**src/rtl/dot_product_mac_pkg.sv**
```systemverilog
// Shared definitions for the dot-product MAC: state encoding, default
// geometry and the accumulator width rule.
package dot_product_pkg;

  typedef enum logic [0:0] {
    ST_ACCUM = 1'b0,
    ST_DONE  = 1'b1
  } state_e;

  localparam int DEF_DATA_W = 8;
  localparam int DEF_LEN    = 4;

  // Wide enough that LEN full-scale products can never wrap.
  function automatic int acc_width(input int data_w, input int len);
    return 2 * data_w + $clog2(len);
  endfunction

endpackage

```
**src/rtl/dot_product_mac_if.sv**
```systemverilog
// Element-in / result-out handshake bundle for the dot-product MAC.
interface dot_product_mac_if
  import dot_product_pkg::*;
#(
  parameter int DATA_W = DEF_DATA_W,
  parameter int ACC_W  = acc_width(DEF_DATA_W, DEF_LEN)
);

  logic              in_valid;
  logic              in_ready;
  logic [DATA_W-1:0] a;
  logic [DATA_W-1:0] b;
  logic              out_valid;
  logic              out_ready;
  logic [ACC_W-1:0]  result;

  modport master (
    output in_valid, a, b, out_ready,
    input  in_ready, out_valid, result
  );

  modport slave (
    input  in_valid, a, b, out_ready,
    output in_ready, out_valid, result
  );

endinterface

```
**src/rtl/dot_product_mac_adder.sv**
```systemverilog
// Ripple-carry adder built from chained full_adder cells; carry-in is tied
// low and the final carry is exposed.
module full_adder (
  input  logic x,
  input  logic y,
  input  logic cin,
  output logic s,
  output logic cout
);

  assign s    = x ^ y ^ cin;
  assign cout = (x & y) | (cin & (x ^ y));

endmodule

module ripple_carry_adder #(
  parameter int W = 8
) (
  input  logic [W-1:0] x,
  input  logic [W-1:0] y,
  output logic [W-1:0] sum,
  output logic         carry_out
);

  logic [W:0] carry;

  assign carry[0]  = 1'b0;
  assign carry_out = carry[W];

  for (genvar i = 0; i < W; i++) begin : g_bit
    full_adder u_fa (
      .x    (x[i]),
      .y    (y[i]),
      .cin  (carry[i]),
      .s    (sum[i]),
      .cout (carry[i+1])
    );
  end

endmodule

```
**src/rtl/dot_product_mac.sv**
```systemverilog
// Sequential multiply-accumulate: sums LEN unsigned a*b products and hands
// the dot product downstream over a valid/ready handshake.
//
// state    | meaning
// ---------+-----------------------------------------------------------
// S_ACCUM  | accepting element pairs, accumulating products
// S_DONE   | result presented, waiting for out_ready; inputs stalled
module dot_product_mac
  import dot_product_pkg::*;
#(
  parameter int DATA_W = DEF_DATA_W,
  parameter int LEN    = DEF_LEN,
  parameter int ACC_W  = acc_width(DATA_W, LEN)
) (
  input  logic               clk,
  input  logic               rst,
  dot_product_mac_if.slave   bus
);

  localparam logic [0:0] S_ACCUM = ST_ACCUM;
  localparam logic [0:0] S_DONE  = ST_DONE;

  localparam int                CNT_W    = $clog2(LEN);
  localparam logic [CNT_W-1:0]  CNT_LAST = CNT_W'(LEN - 1);

  logic [0:0]          state;
  logic [CNT_W-1:0]    cnt;
  logic [ACC_W-1:0]    acc;
  logic [ACC_W-1:0]    result_q;
  logic [2*DATA_W-1:0] prod;
  logic [ACC_W-1:0]    prod_ext;
  logic [ACC_W-1:0]    sum;
  logic                carry_unused;
  logic                accept;

  assign prod     = bus.a * bus.b;
  assign prod_ext = ACC_W'(prod);

  ripple_carry_adder #(.W(ACC_W)) u_add (
    .x         (acc),
    .y         (prod_ext),
    .sum       (sum),
    .carry_out (carry_unused)
  );

  // Handshake outputs are gated by rst so nothing is offered during reset.
  assign bus.in_ready  = (state == S_ACCUM) && !rst;
  assign bus.out_valid = (state == S_DONE) && !rst;
  assign bus.result    = result_q;
  assign accept        = bus.in_valid && bus.in_ready;

  always_ff @(posedge clk) begin
    if (rst) begin
      state    <= S_ACCUM;
      cnt      <= '0;
      acc      <= '0;
      result_q <= '0;
    end else if (state == S_ACCUM) begin
      if (accept) begin
        if (cnt == CNT_LAST) begin
          result_q <= sum;
          acc      <= '0;
          cnt      <= '0;
          state    <= S_DONE;
        end else begin
          acc <= sum;
          cnt <= cnt + 1'b1;
        end
      end
    end else begin
      if (bus.out_ready) state <= S_ACCUM;
    end
  end

endmodule

```
**src/flat_wrapper.sv**
```systemverilog
// flat-port wrapper written by rule: the top's interface ports become plain ports
module dot_product_mac_flat import dot_product_pkg::*;
#(
  parameter int DATA_W = DEF_DATA_W,
  parameter int LEN    = DEF_LEN,
  parameter int ACC_W  = acc_width(DATA_W, LEN)
)
  (clk, rst, bus_in_valid, bus_a, bus_b, bus_out_ready, bus_in_ready, bus_out_valid, bus_result);
  dot_product_mac_if #(.DATA_W(DATA_W), .ACC_W(ACC_W)) bus_i ();
  input  logic clk;
  input  logic rst;
  input wire logic [$bits(bus_i.in_valid)-1:0] bus_in_valid;
  input wire logic [$bits(bus_i.a)-1:0] bus_a;
  input wire logic [$bits(bus_i.b)-1:0] bus_b;
  input wire logic [$bits(bus_i.out_ready)-1:0] bus_out_ready;
  output wire logic [$bits(bus_i.in_ready)-1:0] bus_in_ready;
  output wire logic [$bits(bus_i.out_valid)-1:0] bus_out_valid;
  output wire logic [$bits(bus_i.result)-1:0] bus_result;
  assign bus_i.in_valid = bus_in_valid;
  assign bus_i.a = bus_a;
  assign bus_i.b = bus_b;
  assign bus_i.out_ready = bus_out_ready;
  assign bus_in_ready = bus_i.in_ready;
  assign bus_out_valid = bus_i.out_valid;
  assign bus_result = bus_i.result;
  dot_product_mac #(.DATA_W(DATA_W), .LEN(LEN), .ACC_W(ACC_W)) u_core (.clk(clk), .rst(rst), .bus(bus_i));
endmodule
```
**config.mk**
```make
export PLATFORM = sky130hd
export DESIGN_NAME = dot_product_mac_flat
export DESIGN_NICKNAME = d
export VERILOG_FILES = /design/src/rtl/dot_product_mac_pkg.sv /design/src/rtl/dot_product_mac_if.sv /design/src/rtl/dot_product_mac_adder.sv /design/src/rtl/dot_product_mac.sv /design/src/flat_wrapper.sv
export SDC_FILE = /design/constraint.sdc
export NUM_CORES = 1
export LEC_CHECK = 0
export ABC_CLOCK_PERIOD_IN_PS = 10600
export BUFFER_PORTS_ARGS = -buffer_cell sky130_fd_sc_hd__buf_4
export CAP_MARGIN = 20
export CORE_ASPECT_RATIO = 0.7
export CORE_MARGIN = 10
export CORE_UTILIZATION = 40
export CTS_CLUSTER_SIZE = 30
export DETAILED_ROUTE_END_ITERATION = 16
export PLACE_DENSITY_LB_ADDON = 0.05
export SYNTH_ARGS = -nofsm -noshare
export SYNTH_HDL_FRONTEND = slang
export SYNTH_SLANG_ARGS = --single-unit
```
**constraint.sdc**
```tcl
create_clock -name clk -period 10.6 [get_ports clk]
set_clock_uncertainty 0.15 [all_clocks]
set_input_delay 0.53 -clock clk [delete_from_list [all_inputs] [get_ports clk]]
set_output_delay 0.53 -clock clk [all_outputs]
set_load 0.005 [all_outputs]
```
==> flow_summary.json, run 1 <==
{
  "firstDrtPassIters": 4,
  "drv_cap": 0,
  "ios": 40,
  "grt_max_degree": 43,
  "vdd_ir_drop_max_v": 0.000126,
  "grt_pass1_wl_microns": 15400,
  "p_per_area_mw_per_mm2": 204,
  "synth_top_area_cell": "fa_1",
  "yosysMostFrequentCell": "nand2_1",
  "worst_pin_slew_ns": 0.799,
  "path_class": "in2reg",
  "setup_tns_ns": 0,
  "num-fill-cells": 1000,
  "grtUsageMet1_pct": 18.2,
  "synth_cell_type_count": 41,
  "wl_per_cell_microns": 13.8,
  "placed_area_sq_mm": 0.00433,
  "die_x_microns": 139,
  "area_growth_pct": 14.3,
  "grt_use_total_pct": 12.7,
  "synth_top_area_share_pct": 25.9,
  "drt_iter0_markers": 155,
  "htree_levels": 2,
  "top_usage_layer": "met2",
  "grt-ovfl-total": 0,
  "drc": 0,
  "drt-total-wl_microns": 8480,
  "crit_required_ns": 10.60,
  "port_buffers": 39,
  "ys_top_cells_by_count": "nand2_1, inv_1, fa_1",
  "synth_nets": 562,
  "grt_pass1_vias": 3207,
  "core_area_sq_mm": 0.00965,
  "async_flop_share_pct": 0,
  "fmax_mhz": 114,
  "hpwl_microns": 6900,
  "cts_hold_buf": 0,
  "clk_latency_ns": 0.28,
  "regArea_sq_um": 781,
  "clk_pin_slew_worst_paths_ns": 0.06,
  "rows": 30,
  "dieArea_sq_mm": 0.0143,
  "post_cts_resized": 0,
  "routed-via-count": 3094,
  "syn_inst": 452,
  "vias_per_cell": 5.05,
  "ys_ff_latch": 39,
  "stdcell_area_sq_mm": 0.00450,
  "cts_buffers": 5,
  "path_common_cell": "fa_1",
  "startpoint_type": "input port",
  "fin_ws_ns": 1.85,
  "critPathMaxFanout": 8,
  "layout-drive-gt1-share_pct": 11.3,
  "critPathSlowestCell": "fa_1",
  "antenna_left": 0,
  "slew_headroom_pct": 46.7,
  "worst_path_largest_cell_delay_ns": 0.52,
  "layout_min_cycle_time_ns": 8.75,
  "rsz0062_at_grt": "false",
  "hp-class": "in2reg",
  "start_util_pct": 40.9,
  "antenna_found_initial": 0,
  "cts_setup_buffers": 0,
  "die_y_microns": 103,
  "final-hold-violation-count": 0,
  "fin_nets": 594,
  "p_leak_nw": 2.09,
  "synthFlopType": "dfxtp_1",
  "final-setup-viol-count": 0,
  "utilization_pct": 46.7,
  "avgSynthCellArea_sq_um": 8.72,
  "gp_congestion": 0.808,
  "status": "completed",
  "num_antenna_cells": 0,
  "clock_sinks": 39,
  "synth_edf_count": 0,
  "clock-root-buffer": "clkbuf_16",
  "met3_usage_pct": 2.12,
  "clk_path_buf_depth": 2,
  "timing.final.crit_share_pct": 82.6,
  "synthTopCellsByArea": "fa_1, dfxtp_1, ha_1, nand2_1, and2_1",
  "grt_use_met2_pct": 20.1,
  "pre_cts_slack_ns": 1.50,
  "multi_input_area_sq_mm": 0.00287,
  "synth_area_sq_mm": 0.00394,
  "yosys_warnings": 0,
  "cts_tree": "done",
  "worstPathArrival_ns": 8.75,
  "slew_viol_final": 0,
  "end_kind": "register",
  "yosysSeqAreaShare_pct": 19.8
}
[critical path: cells and delay by family]
family,cells,cell delay [ns]
compound gates,1,0.16
fa+ha+maj,18,7.43
buf+inv,3,0.26
simple gates,3,0.37
[layout by cell type (no fill, tap or decap), drive strengths merged, types with 2 or more instances in the layout]
master and instances:
xnor2 8, a311oi 2, buf 40, nand2b 2, fa 51, a31oi 2, nor2 9, nand4 3
inv 58, nor3 4, dfxtp 39, a311o 2, clkbuf 6, a21oi 41, a211oi 3, nand2 88
xor2 2, and2 38, a21o 2, or3 2, nor2b 2, o21ai 4, o211ai 3, nand3 6
nand3b 18, ha 39
[logic make-up after synthesis]
kind of cell | Yosys count | share of synthesized area [%]
AO/OA/AOI/OAI | 62 | 9.56
XOR/XNOR | 10 | 2.22
adder cells (fa/ha/maj) | 90 | 38.3
buffers and inverters | 73 | 7.37
flip-flops | 39 | 19.8
multiplexers | 1 | 0.286
AND/OR/NAND/NOR | 177 | 22.5
[power by group]
part	switching, W	internal, W
combinational	0.000320	0.000247
sequential	0.0000127	0.000166
clock	0.0000582	0.000117
total	0.000391	0.000529
[final cells by class]
type,count,area share [%]
Inverter,58,4.83
Clock buffer,6,3.08
Clock inverter,2,0.778
Tap cell,128,3.56
Timing Repair Buffer,40,6.67
Sequential cell,39,17.3
Multi-Input combinational cell,340,63.7
[worst paths after layout]
path | start | end | slack (ns) | depth (start not counted)
min | bus_out_ready | u_core.state | 0.29 | 2
min reg2reg | u_core.bus.result[11] | u_core.bus.result[11] | 0.30 | 2
max reg2reg | u_core.acc[0] | u_core.acc[17] | 2.79 | 20
max | bus_b[2] | u_core.acc[17] | 1.85 | 25
[flip-flops by register name, indices dropped and copies added (netlist names)]
| signal | flops |
|---|---|
| u_core.cnt | 2 |
| u_core.bus.result | 18 |
| u_core.state | 1 |
| u_core.acc | 18 |
[routing by layer]
metal	vias up	wire length (microns)
li1	1526	-
met1	1538	4360
met2	28	3880
met3	2	227
met4	0	16
met5	-	0
[stage by stage]
stage / cells / power (W) / hold WS [ns]
6_report: 613 / 0.000920 / 0.286
5_1_grt: 613 / 0.00104 / 0.297
4_1_cts: 613 / 0.000936 / 0.281
3_5_place_dp: 605 / 0.000751 / 0.298
3_3_place_gp: 605 / 0.000754 / 0.292
2_1_floorplan: 452 / 0.000624 / 0.286
Power figures use the tool's default switching activity.
==> inputs of run 2 (changes only) <==
- ABC_CLOCK_PERIOD_IN_PS: 10600 -> 7040
- clock period: 10.6 -> 7.04 ns (I/O delays scaled with it)
==> flow_summary.json, run 2 (synthesis gave the netlist of run 1 again) <==
{
  "status": "complete, but fails checks",
  "violations": "setup timing",
  "placed_area_sq_mm": 0.00470,
  "layout_min_cycle_time_ns": 7.20,
  "pre_cts_slack_ns": -0.557,
  "clock-root-buffer": "clkbuf_16",
  "vdd_ir_drop_max_v": 0.000166,
  "start_util_pct": 40.9,
  "die_y_microns": 103,
  "cts_tree": "done",
  "rows": 30,
  "grt_max_degree": 43,
  "layout_common_cells": "nand2_1, buf_4, inv_1, dfxtp_1, a21oi_1",
  "firstDrtPassIters": 4,
  "die_x_microns": 139,
  "vias_per_cell": 4.91,
  "finalPower_w": 0.00149,
  "startpoint_type": "input port",
  "grt_pass1_vias": 3361,
  "final-setup-viol-count": 4,
  "port_buffers": 39,
  "num-fill-cells": 923,
  "fin_nets": 631,
  "clk_path_buf_depth": 2,
  "antenna_found_initial": 0,
  "grt_pass1_wl_microns": 15500,
  "clk_latency_ns": 0.28,
  "rr_worst_depth": 20,
  "stdcell_area_sq_mm": 0.00494,
  "fmax_mhz": 139,
  "grt_use_total_pct": 12.8,
  "htree_levels": 2,
  "dieArea_sq_mm": 0.0143,
  "r2r-start": "u_core.acc[0]",
  "clock_sinks": 39,
  "final-hold-violation-count": 0,
  "reg2reg_to": "u_core.bus.result[17]",
  "worst_setup_path_startpoint": "bus_b[2]",
  "hpwl_microns": 7240,
  "cts_buffers": 5,
  "crit_required_ns": 7.09,
  "grt-ovfl-total": 0,
  "drv_cap": 0,
  "hold_slack_ns": 0.109,
  "wl_met2_microns": 3970,
  "wl_per_cell_microns": 13.4,
  "p_per_area_mw_per_mm2": 302,
  "highest_layer": "met4",
  "path_class": "in2reg",
  "wl_met1_microns": 4410,
  "hp-class": "in2reg",
  "setup_tns_ns": -0.426,
  "fin_ws_ns": -0.161,
  "timing.final.crit_share_pct": 102,
  "clk_pin_slew_worst_paths_ns": 0.06,
  "layout_commonest_cell": "nand2_1",
  "ff2ff_setup_slack_ns": 0.38,
  "area_growth_pct": 25.4,
  "wl_met3_microns": 351,
  "slew_headroom_pct": 44.8,
  "critPathCapture": "u_core.bus.result[17]",
  "end_kind": "register",
  "num_antenna_cells": 0,
  "regArea_sq_um": 781,
  "worstPathArrival_ns": 7.25,
  "drt-total-wl_microns": 8740,
  "antenna_left": 0,
  "worst_pin_slew_ns": 0.828,
  "core_area_sq_mm": 0.00965,
  "gp_congestion": 0.819,
  "drt_iter0_markers": 181,
  "routed-via-count": 3193,
  "critPathMaxFanout": 5,
  "drc": 0,
  "cts_hold_buf": 0,
  "ios": 40,
  "layout-drive-gt1-share_pct": 23.2,
  "multi_input_area_sq_mm": 0.00301,
  "p_leak_nw": 2.25,
  "slew_viol_final": 0,
  "rsz0062_at_grt": "true"
}
==> run 2: worst min-delay path by stage <==
stage                            to  cells past startpoint                 start
2_1_floorplan         u_core.acc[0]                      2         u_core.acc[0]
3_3_place_gp   u_core.bus.result[1]                      2  u_core.bus.result[1]
3_5_place_dp   u_core.bus.result[6]                      2  u_core.bus.result[6]
4_1_cts                u_core.state                      2         bus_out_ready
5_1_grt                u_core.state                      2         bus_out_ready
6_report               u_core.state                      2         bus_out_ready
==> run 2: power breakdown <==
| group | total, W | leakage [nW] | switching, W | internal, W |
|---|---|---|---|---|
| logic | 0.000953 | 1.84 | 0.000499 | 0.000455 |
| registers | 0.000272 | 0.316 | 0.0000227 | 0.000249 |
| clock network | 0.000265 | 0.0868 | 0.0000885 | 0.000176 |
==> run 2: metal layers <==
layer,global-route usage (%),vias to the layer above
met5,0,-
li1,-,1594
met4,0.959,0
met1,17.6,1566
met2,20.9,31
met3,3.18,2
==> run 2: cell type report <==
| class | count | share of cell area (%) |
|---|---|---|
| clock inverter | 2 | 0.709 |
| clock buffer | 6 | 2.81 |
| tap | 128 | 3.24 |
| sequential | 39 | 15.8 |
| multi-input combinational | 340 | 60.9 |
| inverter | 58 | 4.41 |
| timing repair buffer | 77 | 12.2 |
==> run 2: worst max-delay path: stages <==
cell and delay, ns:
buf_8 0.10, and2_4 0.15, ha_4 0.15, fa_1 0.43, ha_1 0.28, inv_1 0.05, fa_1 0.49, inv_2 0.05
fa_1 0.47, fa_2 0.35, fa_2 0.34, fa_2 0.34, fa_2 0.35, fa_2 0.34, fa_2 0.35, fa_2 0.35
fa_2 0.35, fa_2 0.34, fa_2 0.34, fa_2 0.34, fa_2 0.36, ha_4 0.18, xnor2_1 0.11, buf_4 0.13
a211oi_2 0.15
==> run 2: timing repair <==
action                     4_1_cts  5_1_grt
setup buffers                    1        0
pin swaps                        1        0
setup endpoints to repair        6        6
hold endpoints to repair         0        0
resized for setup                8        6
==> run 2: per-stage QoR <==
step           util (%)  std cells
2_1_floorplan         -        452
3_3_place_gp       48.7        641
3_5_place_dp       48.7        641
4_1_cts            50.9        650
5_1_grt            51.2        650
6_report           51.2        650
